File: config.mk
export PLATFORM = sky130hd
export DESIGN_NAME = reset_sequencer_flat
export DESIGN_NICKNAME = d
export VERILOG_FILES = /design/src/rtl/reset_sequencer_if.sv /design/src/rtl/reset_sequencer.sv /design/src/flat_wrapper.sv
export SDC_FILE = /design/constraint.sdc
export NUM_CORES = 1
export LEC_CHECK = 0
export CORE_UTILIZATION = 49
export CTS_CLUSTER_DIAMETER = 150
export DETAILED_ROUTE_END_ITERATION = 12
export PLACE_DENSITY = 0.77
export SETUP_SLACK_MARGIN = 0.5
export SYNTH_ARGS = -nofsm -noshare
export SYNTH_HDL_FRONTEND = slang
export SYNTH_SLANG_ARGS = --single-unit
File: constraint.sdc
create_clock -name clk_i -period 3 [get_ports clk_i]
set_input_delay 0.6 -clock clk_i [delete_from_list [all_inputs] [get_ports clk_i]]
set_output_delay 0.6 -clock clk_i [all_outputs]
set_load 0.01 [all_outputs]
File: src/rtl/reset_sequencer_if.sv
// Request inputs and staggered reset outputs of the reset sequencer.
// The master side is the sequencer; the slave side is the requester/consumer.
interface reset_sequencer_if #(
   parameter int unsigned NUM_CH  = 4,
   parameter int unsigned NUM_SRC = 2
);
   logic [NUM_SRC-1:0] rst_req;
   logic [NUM_CH-1:0]  rst_n_out;
   logic               seq_busy;
   logic               all_released;
   logic               timeout_flag;
   logic [7:0]         reset_count;

   modport master (
      input  rst_req,
      output rst_n_out,
      output seq_busy,
      output all_released,
      output timeout_flag,
      output reset_count
   );

   modport slave (
      output rst_req,
      input  rst_n_out,
      input  seq_busy,
      input  all_released,
      input  timeout_flag,
      input  reset_count
   );
endinterface

File: src/rtl/reset_sequencer.sv
// Merges async soft-reset requests with the external reset, stretches the reset and
// releases the downstream channels one by one; a run-time watchdog follows the release.
module reset_sequencer #(
   parameter int unsigned NUM_CH      = 4,
   parameter int unsigned NUM_SRC     = 2,
   parameter int unsigned SYNC_STAGES = 2,
   parameter int unsigned STRETCH     = 16,
   parameter int unsigned STAGGER     = 4,
   parameter int unsigned TIMEOUT     = 0,
   parameter int unsigned CNT_W       = 32
) (
   input  logic              clk_i,
   input  logic              rst_ni,
   reset_sequencer_if.master bus
);

   localparam logic [CNT_W-1:0] StretchLast = CNT_W'(STRETCH - 1);
   localparam logic [CNT_W-1:0] StaggerLast = CNT_W'(STAGGER - 1);
   localparam logic [CNT_W-1:0] TimeoutVal  = CNT_W'(TIMEOUT);
   localparam logic [CNT_W-1:0] TimeoutLast = CNT_W'(TIMEOUT - 1);

   typedef enum logic [1:0] {StAssert, StRelease, StRun} state_e;

   logic [NUM_SRC-1:0] sync_q [SYNC_STAGES];
   logic               req_raw;
   logic               req_q;
   logic [7:0]         count_q;

   state_e             state_q;
   logic [CNT_W-1:0]   cnt_q;
   logic [CNT_W-1:0]   run_q;
   logic [CNT_W-1:0]   step_last;
   logic [NUM_CH-1:0]  chan_q;
   logic [NUM_CH-1:0]  chan_next;
   logic               busy_q;
   logic               released_q;
   logic               timeout_q;

   assign req_raw   = |sync_q[SYNC_STAGES-1];
   // Thermometer shift keeps channel release strictly in index order.
   assign chan_next = (chan_q << 1) | NUM_CH'(1);
   assign step_last = (state_q == StAssert) ? StretchLast : StaggerLast;

   // Request synchronisers; req_q adds the extra stage the FSM decision is made from.
   always_ff @(posedge clk_i or negedge rst_ni) begin
      if (!rst_ni) begin
         for (int i = 0; i < SYNC_STAGES; i++) sync_q[i] <= '0;
         req_q   <= 1'b0;
         count_q <= 8'd0;
      end else begin
         sync_q[0] <= bus.rst_req;
         for (int i = 1; i < SYNC_STAGES; i++) sync_q[i] <= sync_q[i-1];
         req_q <= req_raw;
         if (req_raw && !req_q && (count_q != 8'hFF)) count_q <= count_q + 8'd1;
      end
   end

   always_ff @(posedge clk_i or negedge rst_ni) begin
      if (!rst_ni) begin
         state_q    <= StAssert;
         cnt_q      <= '0;
         run_q      <= '0;
         chan_q     <= '0;
         busy_q     <= 1'b1;
         released_q <= 1'b0;
         timeout_q  <= 1'b0;
      end else if (req_q) begin
         // Any request restarts the whole sequence from any state.
         state_q    <= StAssert;
         cnt_q      <= '0;
         run_q      <= '0;
         chan_q     <= '0;
         busy_q     <= 1'b1;
         released_q <= 1'b0;
         timeout_q  <= 1'b0;
      end else begin
         unique case (state_q)
            StAssert, StRelease: begin
               if (cnt_q == step_last) begin
                  cnt_q  <= '0;
                  chan_q <= chan_next;
                  if (&chan_next) begin
                     state_q    <= StRun;
                     run_q      <= '0;
                     busy_q     <= 1'b0;
                     released_q <= 1'b1;
                  end else begin
                     state_q <= StRelease;
                  end
               end else begin
                  cnt_q <= cnt_q + CNT_W'(1);
               end
            end
            StRun: begin
               if (TIMEOUT != 0) begin
                  if (run_q != TimeoutVal) run_q <= run_q + CNT_W'(1);
                  if (run_q == TimeoutLast) timeout_q <= 1'b1;
               end else if (run_q != '1) begin
                  run_q <= run_q + CNT_W'(1);
               end
            end
            default: state_q <= StAssert;
         endcase
      end
   end

   assign bus.rst_n_out    = chan_q;
   assign bus.seq_busy     = busy_q;
   assign bus.all_released = released_q;
   assign bus.timeout_flag = timeout_q;
   assign bus.reset_count  = count_q;

endmodule

File: src/flat_wrapper.sv
// flat-port wrapper written by rule: the top's interface ports become plain ports
module reset_sequencer_flat 
#(
   parameter int unsigned NUM_CH      = 4,
   parameter int unsigned NUM_SRC     = 2,
   parameter int unsigned SYNC_STAGES = 2,
   parameter int unsigned STRETCH     = 16,
   parameter int unsigned STAGGER     = 4,
   parameter int unsigned TIMEOUT     = 0,
   parameter int unsigned CNT_W       = 32
)
  (clk_i, rst_ni, bus_rst_req, bus_rst_n_out, bus_seq_busy, bus_all_released, bus_timeout_flag, bus_reset_count);
  reset_sequencer_if #(.NUM_CH(NUM_CH), .NUM_SRC(NUM_SRC)) bus_i ();
  input  logic clk_i;
  input  logic rst_ni;
  input wire logic [$bits(bus_i.rst_req)-1:0] bus_rst_req;
  output wire logic [$bits(bus_i.rst_n_out)-1:0] bus_rst_n_out;
  output wire logic [$bits(bus_i.seq_busy)-1:0] bus_seq_busy;
  output wire logic [$bits(bus_i.all_released)-1:0] bus_all_released;
  output wire logic [$bits(bus_i.timeout_flag)-1:0] bus_timeout_flag;
  output wire logic [$bits(bus_i.reset_count)-1:0] bus_reset_count;
  assign bus_i.rst_req = bus_rst_req;
  assign bus_rst_n_out = bus_i.rst_n_out;
  assign bus_seq_busy = bus_i.seq_busy;
  assign bus_all_released = bus_i.all_released;
  assign bus_timeout_flag = bus_i.timeout_flag;
  assign bus_reset_count = bus_i.reset_count;
  reset_sequencer #(.NUM_CH(NUM_CH), .NUM_SRC(NUM_SRC), .SYNC_STAGES(SYNC_STAGES), .STRETCH(STRETCH), .STAGGER(STAGGER), .TIMEOUT(TIMEOUT), .CNT_W(CNT_W)) u_core (.clk_i(clk_i), .rst_ni(rst_ni), .bus(bus_i));
endmodule
**Word level (Yosys, flattened, before mapping)**

Index checks and enable logic that the tools add are counted.

- Output and inout port bits: 15
- Bits of input ports: 4
- Word-level logic and storage cells: 49
- Register bits: 53

- Multiplexer cells: 19
- Add/subtract/negate cells: 2
- Eq/ne operators: 6
- Reductions and logical operators: 13

Operator list:

| kind | number |
|---|---|
| 2-to-1 mux 32 bit | 3 |
| adder 32 x 1 -> 32 bit, second input constant | 1 |
| equality test 32 bit | 1 |
| 2-to-1 mux 4 bit | 4 |
| adder 8 x 1 -> 8 bit, second input constant | 1 |
| 2-to-1 mux 1 bit | 8 |
| != test 8 bit, second input constant | 1 |
| 2-to-1 mux 2 bit | 3 |
| AND reduction 3 bit | 2 |
| nonzero test 2 bit | 3 |
| case mux 2 bit (2 select lines) | 1 |
| AND reduction 2 bit | 2 |
| OR reduction 2 bit | 2 |
| != test 3 x 1 -> 1 bit, second input constant | 1 |
| equality test 2 x 1 -> 1 bit, second input constant | 1 |
| equality test 2 bit, second input constant | 1 |
| logical AND 1 bit | 2 |
| zero test 2 bit | 1 |
| != test 2 x 1 -> 1 bit, second input constant | 1 |
| zero test 1 bit | 1 |

**Longest topological paths before layout**

Gate-level depths: netlist of run 1.

- Depth in word-level cells: 6
- Mapped depth: 6
- Mapped depth without buffers: 5

**Worst setup path after synthesis of run 1**

No wires, ideal clock.

- Kind: reg2reg
- Start: register u_core.cnt_q[0]
- End: register u_core.cnt_q[30]
- Arrival time: 1.958 ns
- Library setup time: 0.083 ns
- Data required time: 2.917 ns
- Clock period less this slack: 2.040 ns
- Path buffers: 1
- Stages on the path, launching flop included: 7
- Setup slack: 0.960 ns
- Cell sequence: dfrtp_1 -> ha_1 -> nand4_1 -> or4_4 -> buf_2 -> or4_1 -> o21ai_0

- Cells in the longest elaborated chain, start to end: 4
- Elaborated cells between the ends (all ways): 5
- Classes of those cells: add/sub: 1; eq/ne: 1; mux: 3

Ends and longest elaborated chain:

| item | line | RTL |
|---|---|---|
| from (decl) | reset_sequencer.sv:30 | `logic [CNT_W-1:0] cnt_q;` |
| from (signal assigned) | reset_sequencer.sv:91 | `cnt_q <= cnt_q + CNT_W'(1);` |
| adder 32 x 1 -> 32 bit / equality test 32 bit (equally long branches) | reset_sequencer.sv:91, reset_sequencer.sv:79 |  |
| 2-to-1 mux 32 bit * | reset_sequencer.sv:79 | `if (cnt_q == step_last) begin` |
| 2-to-1 mux 32 bit * | reset_sequencer.sv:77 | `unique case (state_q)` |
| 2-to-1 mux 32 bit * | reset_sequencer.sv:67 | `end else if (req_q) begin` |

Mark *: on every way between the ends. The rest lies on a longest branch, timed or not. The select of a mux whose other input is x is not followed.
A chain may end at the register's enable or synchronous reset.

**Worst setup path in the final report of run 1**

- Start: register u_core.cnt_q[0]
- End: register u_core.cnt_q[24]

The elaborated chain is that of the path after synthesis.

==> flow_summary.ini, run 1 <==
[status]
status = completed

[pwr]
p_per_area_nw_per_um2 = 448
peakVddDrop_uv = 280
power.leakage_nw = 1.21

[cells_and_area]
drive_gt1_share_pct = 10.1
final_util_pct = 57.0
final_cell_area_um2 = 3160
diodes = 0
fillers = 490
syn2layout_area_growth_pct = 10.9
layout.nets = 313

[timing]
finalMaxSlewViolations = 0
setup_viol_count_final = 0
maxSlewHeadroom_pct = 54.9
grt_setup_unrepaired = false
timing.fmax_ghz = 0.444
hold_viol_final = 0
finalCriticalPeriod_ns = 2.25
fin_crit_sh_pct = 75.0
tightest_slew_ns = 0.668
final.setup.tns_ns = 0
clock_skew_ns = 0.00969

[floorplanning]
die_w_um = 78.2
die_area_um2 = 6120
rows = 27
core_um2 = 5540
die_y_um = 78.2
ios = 19
start_util_pct = 51.4

[logic_synthesis]
ys_ff_latch = 53
yosysTopAreaCell = dfrtp_1
syn_area_um2 = 2850
synth_most_common_cell = dfrtp_1
async_flop_share_pct = 100
ys_types = 47
syn_inst = 295
syn_avg_cell_area_um2 = 9.64
ys_top_cells_by_count = dfrtp_1, nor2_1, nor4_1
syn_nets = 301
yosysTopAreaCellShare_pct = 45.7
synth_area_leaders = dfrtp_1, nor4_1, or4_1
synth-edff-count = 0
synth-main-ff-cell = dfrtp_1
ys.warnings.count = 0
synth-seq-area-share_pct = 46.7

[global_route]
grt_max_degree = 50
antenna_found_initial = 0
grt_pass1_vias = 2218
grt_overflow_total = 0
grt_pass1_wl_um = 10200
grtUsageTotal_pct = 21.2

[placed_design]
io_buffers = 17
dp_hpwl_um = 4070
place_area_um2 = 3060
finalWeightedCongestion = 0.880

[drt]
m1WireLength_um = 2680
drt_iter0_markers = 209
post_drt_wl_per_cell_um = 15.2
drc = 0
dr.pass1.iters = 6
dr_wl_met2_um = 2710
via_per_inst = 6.01
drt-total-wl_um = 5780
num_vias = 2283
postRouteAntennaNets = 0
dr_wl_met3_um = 227
top_layer_used = met4

[clocking]
cts_tree = done
numCtsBuffers = 5
insertion_delay_ns = 0.31
cts_root_buf = clkbuf_8
cts_buffer_depth = 2
cts_hold_buf = 0
clk_pin_slew_ns = 0.10
cts_sinks = 53
cts_resized = 0
htreeDepth = 2
cts_setup_buffers = 0

[worst_setup_path]
cp-start-kind = flop
crit_path_end_kind = flop
worstReg2RegStart = u_core.cnt_q[0]
reg2regPathDepth = 5
cp.required_ns = 3.24
cp.arrival_ns = 2.49
r2r_slack_ns = 0.75
critPathKind = reg2reg
rr_endpoint = u_core.cnt_q[24]
cp_max_fo = 14

[hold_path]
worstHoldPathType = in2async

[job]
cap_violations = 0
==> worst max path at each step <==
stage / cells after the start / to / from
after floorplan: 6 / u_core.cnt_q[30] / u_core.cnt_q[0]
after global placement: 5 / u_core.cnt_q[28] / u_core.cnt_q[0]
after detailed placement: 5 / u_core.cnt_q[24] / u_core.cnt_q[0]
after CTS: 5 / u_core.cnt_q[24] / u_core.cnt_q[0]
after global routing: 5 / u_core.cnt_q[24] / u_core.cnt_q[0]
final: 5 / u_core.cnt_q[24] / u_core.cnt_q[0]
==> final cells by class <==
type                    count  area [um2]  share of cell area, %
clock buffers               5        68.8                   2.18
clock inverters             3        26.3                  0.832
inverters                   7        26.3                  0.832
multi-input cells         219        1420                   45.1
flip-flops and latches     53        1330                   42.1
well taps                  72        90.1                   2.85
repair buffers             21         195                   6.18
==> metrics by stage <==
stage                     total power [mW]  hold WS (ns)  std cells  setup slack [ns]
after global placement               0.999         0.336        372             0.852
final                                 1.41         0.183        380             0.750
after detailed placement              1.01         0.335        372             0.769
after floorplan                      0.895         0.304        295             0.960
after global routing                  1.48         0.214        380             0.639
after CTS                             1.43         0.196        380             0.756
==> critical path: stages (launching register included) <==
cell and delay, ns:
dfrtp_1 0.41, ha_1 0.23, nand4_1 0.23, or4_4 0.64
or4_1 0.51, a21oi_1 0.16
==> kinds of logic after synthesis <==
kind of cell	count (synthesis)	synth area share, %
AO/OA/AOI/OAI	44	9.76
multiplexers	12	4.53
adder cells (fa/ha/maj)	2	0.879
AND/OR/NAND/NOR	148	31.0
XOR/XNOR	12	3.69
other	1	0.132
buffers and inverters	23	3.34
flip-flops	53	46.7
==> flip-flops by register name, indices dropped and copies added (netlist names) <==
register,flops
u_core.req_q,1
u_core.bus.all_released,1
u_core.cnt_q,32
u_core.bus.seq_busy,1
u_core.state_q,2
u_core.bus.rst_n_out,4
u_core.bus.reset_count,8
u_core.sync_q,4
==> layout by cell type (no fill, tap or decap), types with 2 or more instances in the layout <==
| cell type | synthesis | routed |
|---|---|---|
| nor4b_1 | 2 | 2 |
| nor4_1 | 17 | 17 |
| o21ba_2 | 2 | 2 |
| clkbuf_8 | 0 | 5 |
| clkinv_4 | 0 | 2 |
| xnor2_1 | 9 | 9 |
| and3_1 | 4 | 4 |
| buf_4 | 1 | 4 |
| nand2_1 | 15 | 15 |
| mux2_2 | 7 | 7 |
| or3_1 | 6 | 6 |
| or2_2 | 5 | 5 |
| ha_1 | 2 | 2 |
| and4_1 | 6 | 6 |
| nor3_1 | 8 | 8 |
| nand4_1 | 9 | 9 |
| nor2b_1 | 6 | 6 |
| nor2_1 | 21 | 21 |
| o31ai_1 | 9 | 9 |
| clkdlybuf4s50_1 | 0 | 16 |
| dfrtp_1 | 52 | 52 |
| and2_1 | 2 | 2 |
| nand2b_1 | 10 | 10 |
| nand4b_1 | 2 | 2 |
| mux2i_1 | 5 | 5 |
| inv_1 | 7 | 7 |
| nand3_1 | 12 | 12 |
| a21oi_1 | 16 | 16 |
| xor2_1 | 3 | 3 |
| nand3b_1 | 4 | 4 |
| o21ai_0 | 9 | 9 |
| o41ai_1 | 2 | 2 |
| or4_1 | 13 | 13 |
| or4_4 | 2 | 2 |
==> layer usage <==
metal / vias to the layer above / global-route usage (%)
met5: - / 0
met4: 0 / 9.07
met3: 19 / 3.95
met2: 52 / 33.7
met1: 1093 / 28.5
li1: 1119 / -
==> report_power, final <==
group          total [mW]  switching (mW)  leakage, nW  internal, mW
sequential          0.800          0.0454        0.714         0.754
clock               0.417           0.247       0.0487         0.171
combinational       0.198          0.0901        0.444         0.108
total                1.41           0.382         1.21          1.03
No activity file was read; power rests on OpenSTA's default activity.
==> run 2, diff against run 1 <==
==> constraint.sdc (replaced) <==
create_clock -name clk_i -period 2.23 [get_ports clk_i]
set_input_delay 0.446 -clock clk_i [delete_from_list [all_inputs] [get_ports clk_i]]
set_output_delay 0.446 -clock clk_i [all_outputs]
set_load 0.01 [all_outputs]
==> run 2 against run 1 <==
Compared with the run above:
- wire length increased by 44%
- worst hold slack got worse by 0.087 ns
- via count increased by 21%
==> flow_summary.ini, run 2 (same netlist as run 1, synthesis figures left out) <==
[floorplanning]
die_w_um = 78.2
core_um2 = 5540
die_area_um2 = 6120
die_y_um = 78.2
start_util_pct = 51.4
ios = 19
rows = 27

[clocking]
cts_buffer_depth = 2
cts_hold_buf = 0
cts_root_buf = clkbuf_8
htreeDepth = 2
cts_tree = done
numCtsBuffers = 5
clk_pin_slew_ns = 0.11
insertion_delay_ns = 0.33
cts_sinks = 53

[worst_setup_path]
cp.required_ns = 2.46
cp.arrival_ns = 2.19
reg2regPathDepth = 4
critPathTopFamily = simple AND/OR/NAND/NOR gates
crit_buf_inv = 0
cpMostUsedCell = or4_4
rr_endpoint = u_core.cnt_q[21]
cpPeakStageDelay_ns = 0.55
cp-start-kind = flop
path_cells = nand4_4, or4_4, or4_4, a221oi_2
worstReg2RegStart = u_core.cnt_q[13]
cp_max_fo = 4
crit_slowest_cell = or4_4
critPathKind = reg2reg
r2r_slack_ns = 0.27
crit_path_end_kind = flop

[job]
cap_violations = 0

[timing]
finalMaxSlewViolations = 0
timing.hold.ws_ns = 0.0964
hold_viol_final = 0
setup_viol_count_final = 0
finalCriticalPeriod_ns = 1.96
timing.fmax_ghz = 0.511
fin_crit_sh_pct = 87.7
grt_setup_unrepaired = true
clock_skew_ns = 0.0102
final.setup.tns_ns = 0

[drt]
drc = 0
num_vias = 2767
drt_iter0_markers = 339
via_per_inst = 6.51
postRouteAntennaNets = 0
post_drt_wl_per_cell_um = 19.7
dr.pass1.iters = 5
drt-total-wl_um = 8350

[global_route]
grt_overflow_total = 0
grt_pass1_vias = 2506
grtUsageTotal_pct = 25.7
grt_pass1_wl_um = 12200
antenna_found_initial = 0
grt_max_degree = 54

[cells_and_area]
layout.nets = 358
final_cells = 425
diodes = 0
mostFrequentLayoutCells = buf_4, dfrtp_1, nor2_1
drive_gt1_share_pct = 35.1
regMostFlops = u_core.cnt_q
final_util_pct = 69.6
syn2layout_area_growth_pct = 35.5
largest_reg_flops = 32

[placed_design]
dp_hpwl_um = 4200
finalWeightedCongestion = 0.865
io_buffers = 17
dp.cells = 376

[status]
status = completed

[pwr]
p_per_area_nw_per_um2 = 528
power.leakage_nw = 1.60
peakVddDrop_uv = 404

[hold_path]
worstHoldPathType = in2async
==> run 2: changes by cell type in the layout (fill, tap and decap cells not counted), moves of 5 or more <==
cell,delta
a21oi_2,+5
clkdlybuf4s50_1,-7
buf_4,+37
buf_6,+6
dfrtp_2,+11
nor4_1,-10
dfrtp_1,-11
nor4_2,+6
a21oi_1,-5
==> run 2: power by group <==
group	switching [mW]	internal [mW]	total (mW)	leakage, nW
registers	0.0423	1.02	1.06	0.696
logic	0.177	0.189	0.366	0.857
clock network	0.376	0.238	0.614	0.0511
==> run 2: layout make-up <==
cell class | count | area [um2]
sequential | 53 | 1340
multi-input combinational | 219 | 1720
inverter | 7 | 26.3
tap | 72 | 90.1
timing repair buffer | 66 | 583
clock inverter | 3 | 28.8
fill | 390 | 1680
clock buffer | 5 | 68.8
==> run 2: stage by stage <==
step	area (um2)	power (mW)	worst slack [ns]
final	3860	2.04	0.274
after detailed placement	3150	1.36	0.232
after CTS	3580	2.01	0.276
after floorplan	2910	1.20	0.323
after global placement	3150	1.35	0.290
after global routing	3860	2.11	0.220
==> run 2: how the worst max path moves through the flow <==
stage / depth (start not counted) / slack (ns) / from / endpoint
finish: 4 / 0.27 / u_core.cnt_q[13] / u_core.cnt_q[21]
global route: 6 / 0.22 / u_core.cnt_q[1] / u_core.cnt_q[14]
CTS: 5 / 0.28 / u_core.cnt_q[1] / u_core.cnt_q[20]
detailed placement: 5 / 0.23 / u_core.cnt_q[0] / u_core.cnt_q[20]
global placement: 4 / 0.29 / u_core.cnt_q[5] / u_core.cnt_q[21]
floorplan: 6 / 0.32 / u_core.cnt_q[0] / u_core.cnt_q[22]
==> run 2: worst register-to-register path, cell delays in order (launching register included) <==
cell and delay (ns):
dfrtp_1 0.43, nand4_4 0.14, or4_4 0.55, or4_4 0.44, a221oi_2 0.29
==> run 2: routing by layer <==
metal	up-vias	wire length (um)	track usage [%]
met1	1380	3370	34.1
met5	-	0	0
li1	1216	-	-
met2	134	4150	40.3
met3	37	533	4.65
met4	0	296	12.8
==> run 2: repair_timing <==
action | in CTS | in global routing
resized for setup | 29 | 45
pin swaps | 8 | 10
cloned | 0 | 0
endpoints found under the setup margin | 44 | 44
setup buffers | 30 | 11
==> run 3, diff against run 2 <==
--- a/config.mk
+++ b/config.mk
@@ -8,8 +8,10 @@
 export CORE_UTILIZATION = 49
 export CTS_CLUSTER_DIAMETER = 150
 export DETAILED_ROUTE_END_ITERATION = 12
+export HOLD_SLACK_MARGIN = 0.02
 export PLACE_DENSITY = 0.77
 export SETUP_SLACK_MARGIN = 0.5
+export SKIP_CTS_REPAIR_TIMING = 1
 export SYNTH_ARGS = -nofsm -noshare
 export SYNTH_HDL_FRONTEND = slang
 export SYNTH_SLANG_ARGS = --single-unit
==> run 3 against run 2 <==
Compared with the run above:
- cell count shrank 2.8%
- flip-flop and latch count unchanged
- fmax shrank 4.2%
- die area stayed put
- register-to-register slack worse by 0.09 ns
- critical path type unchanged
- highest routed layer unchanged
==> flow_summary.ini, run 3 (same netlist as run 1, synthesis figures left out) <==
[timing]
finalMaxSlewViolations = 0
setup_ws_ns = 0.189
timing.hold.ws_ns = 0.0976
setup_viol_count_final = 0
finalCriticalPeriod_ns = 2.04
hold_viol_final = 0
timing.fmax_ghz = 0.490
final.setup.tns_ns = 0
grt_setup_unrepaired = true
clock_skew_ns = 0.00862
fin_crit_sh_pct = 91.5

[cells_and_area]
regMostFlops = u_core.cnt_q
drive_gt1_share_pct = 33.7
mostFrequentLayoutCells = dfrtp_1, buf_4, nor2_1
diodes = 0
syn2layout_area_growth_pct = 30.3
layout.nets = 346
final_cell_area_um2 = 3710
largest_reg_flops = 32
final_util_pct = 66.9
final_common_cell = dfrtp_1
final_cells = 413

[pwr]
p_per_area_nw_per_um2 = 543
peakVddDrop_uv = 409
power.total_mw = 2.01
power.leakage_nw = 1.53

[floorplanning]
rows = 27
core_um2 = 5540
die_area_um2 = 6120
die_y_um = 78.2
ios = 19
start_util_pct = 51.4
die_w_um = 78.2

[placed_design]
post-place-ws_ns = 0.232
finalWeightedCongestion = 0.865
io_buffers = 17
place_area_um2 = 3150
dp_hpwl_um = 4200
dp.cells = 376

[drt]
via_per_inst = 6.17
num_vias = 2547
postRouteAntennaNets = 0
dr.pass1.iters = 4
post_drt_wl_per_cell_um = 17.8
drt-total-wl_um = 7370
drc = 0
drt_iter0_markers = 289

[worst_setup_path]
cp.arrival_ns = 2.28
critPathTopFamily = simple AND/OR/NAND/NOR gates
crit_slowest_cell = or4_4
crit_path_end_kind = flop
crit_buf_inv = 0
path_cells = nand4_1, or4_4, or4_4, a221oi_2
cp.required_ns = 2.47
cpMostUsedCell = or4_4
cpPeakStageDelay_ns = 0.56
cp-start-kind = flop
cp_max_fo = 6
critPathKind = reg2reg

[clocking]
cts_buffer_depth = 2
cts_sinks = 53
cts_root_buf = clkbuf_8
numCtsBuffers = 5
htreeDepth = 2
clk_pin_slew_ns = 0.11
insertion_delay_ns = 0.32
cts_tree = done

[global_route]
grt_max_degree = 54
grt_pass1_wl_um = 10400
grtUsageTotal_pct = 21.8
grt_overflow_total = 0
antenna_found_initial = 0
grt_pass1_vias = 2209

[status]
status = completed

[job]
cap_violations = 0

[hold_path]
worstHoldPathType = in2async
-- run 3: area by class of cell --
type / count / area, um2
Tap cell: 72 / 90.1
Sequential cell: 53 / 1350
Fill cell: 423 / 1830
Multi-Input combinational cell: 220 / 1670
Clock buffer: 5 / 68.8
Inverter: 7 / 26.3
Clock inverter: 3 / 28.8
Timing Repair Buffer: 53 / 475
-- run 3: final timing paths --
kind / start / endpoint / slack [ns] / cells past startpoint
worst max-delay path: u_core.cnt_q[7] / u_core.cnt_q[21] / 0.19 / 4
max in group asynchronous: rst_ni / u_core.bus.seq_busy / 1.85 / 2
min in group clk_i: u_core.sync_q[2] / u_core.sync_q[0] / 0.36 / 0
worst max register to register: u_core.cnt_q[7] / u_core.cnt_q[21] / 0.19 / 4
worst min-delay path: rst_ni / u_core.bus.reset_count[2] / 0.1 / 2
worst min register to register: u_core.sync_q[2] / u_core.sync_q[0] / 0.36 / 0
-- run 3: worst reg2reg max path, cell delays in order (launching register included) --
cell	delay, ns
dfrtp_2	0.46
nand4_1	0.25
or4_4	0.56
or4_4	0.44
a221oi_2	0.25
-- run 3: metal layers --
layer  global-route usage [%]  share of wire, %  up-vias
li1                         -                 -     1190
met1                     29.4                44     1260
met2                     35.2                50       87
met3                     3.60               5.3       10
met4                     8.70               1.2        0
met5                        0                 0        -
-- run 3: report_power, final --
part / switching, mW / internal, mW
sequential: 0.0587 / 1.01
clock: 0.363 / 0.238
combinational: 0.147 / 0.193
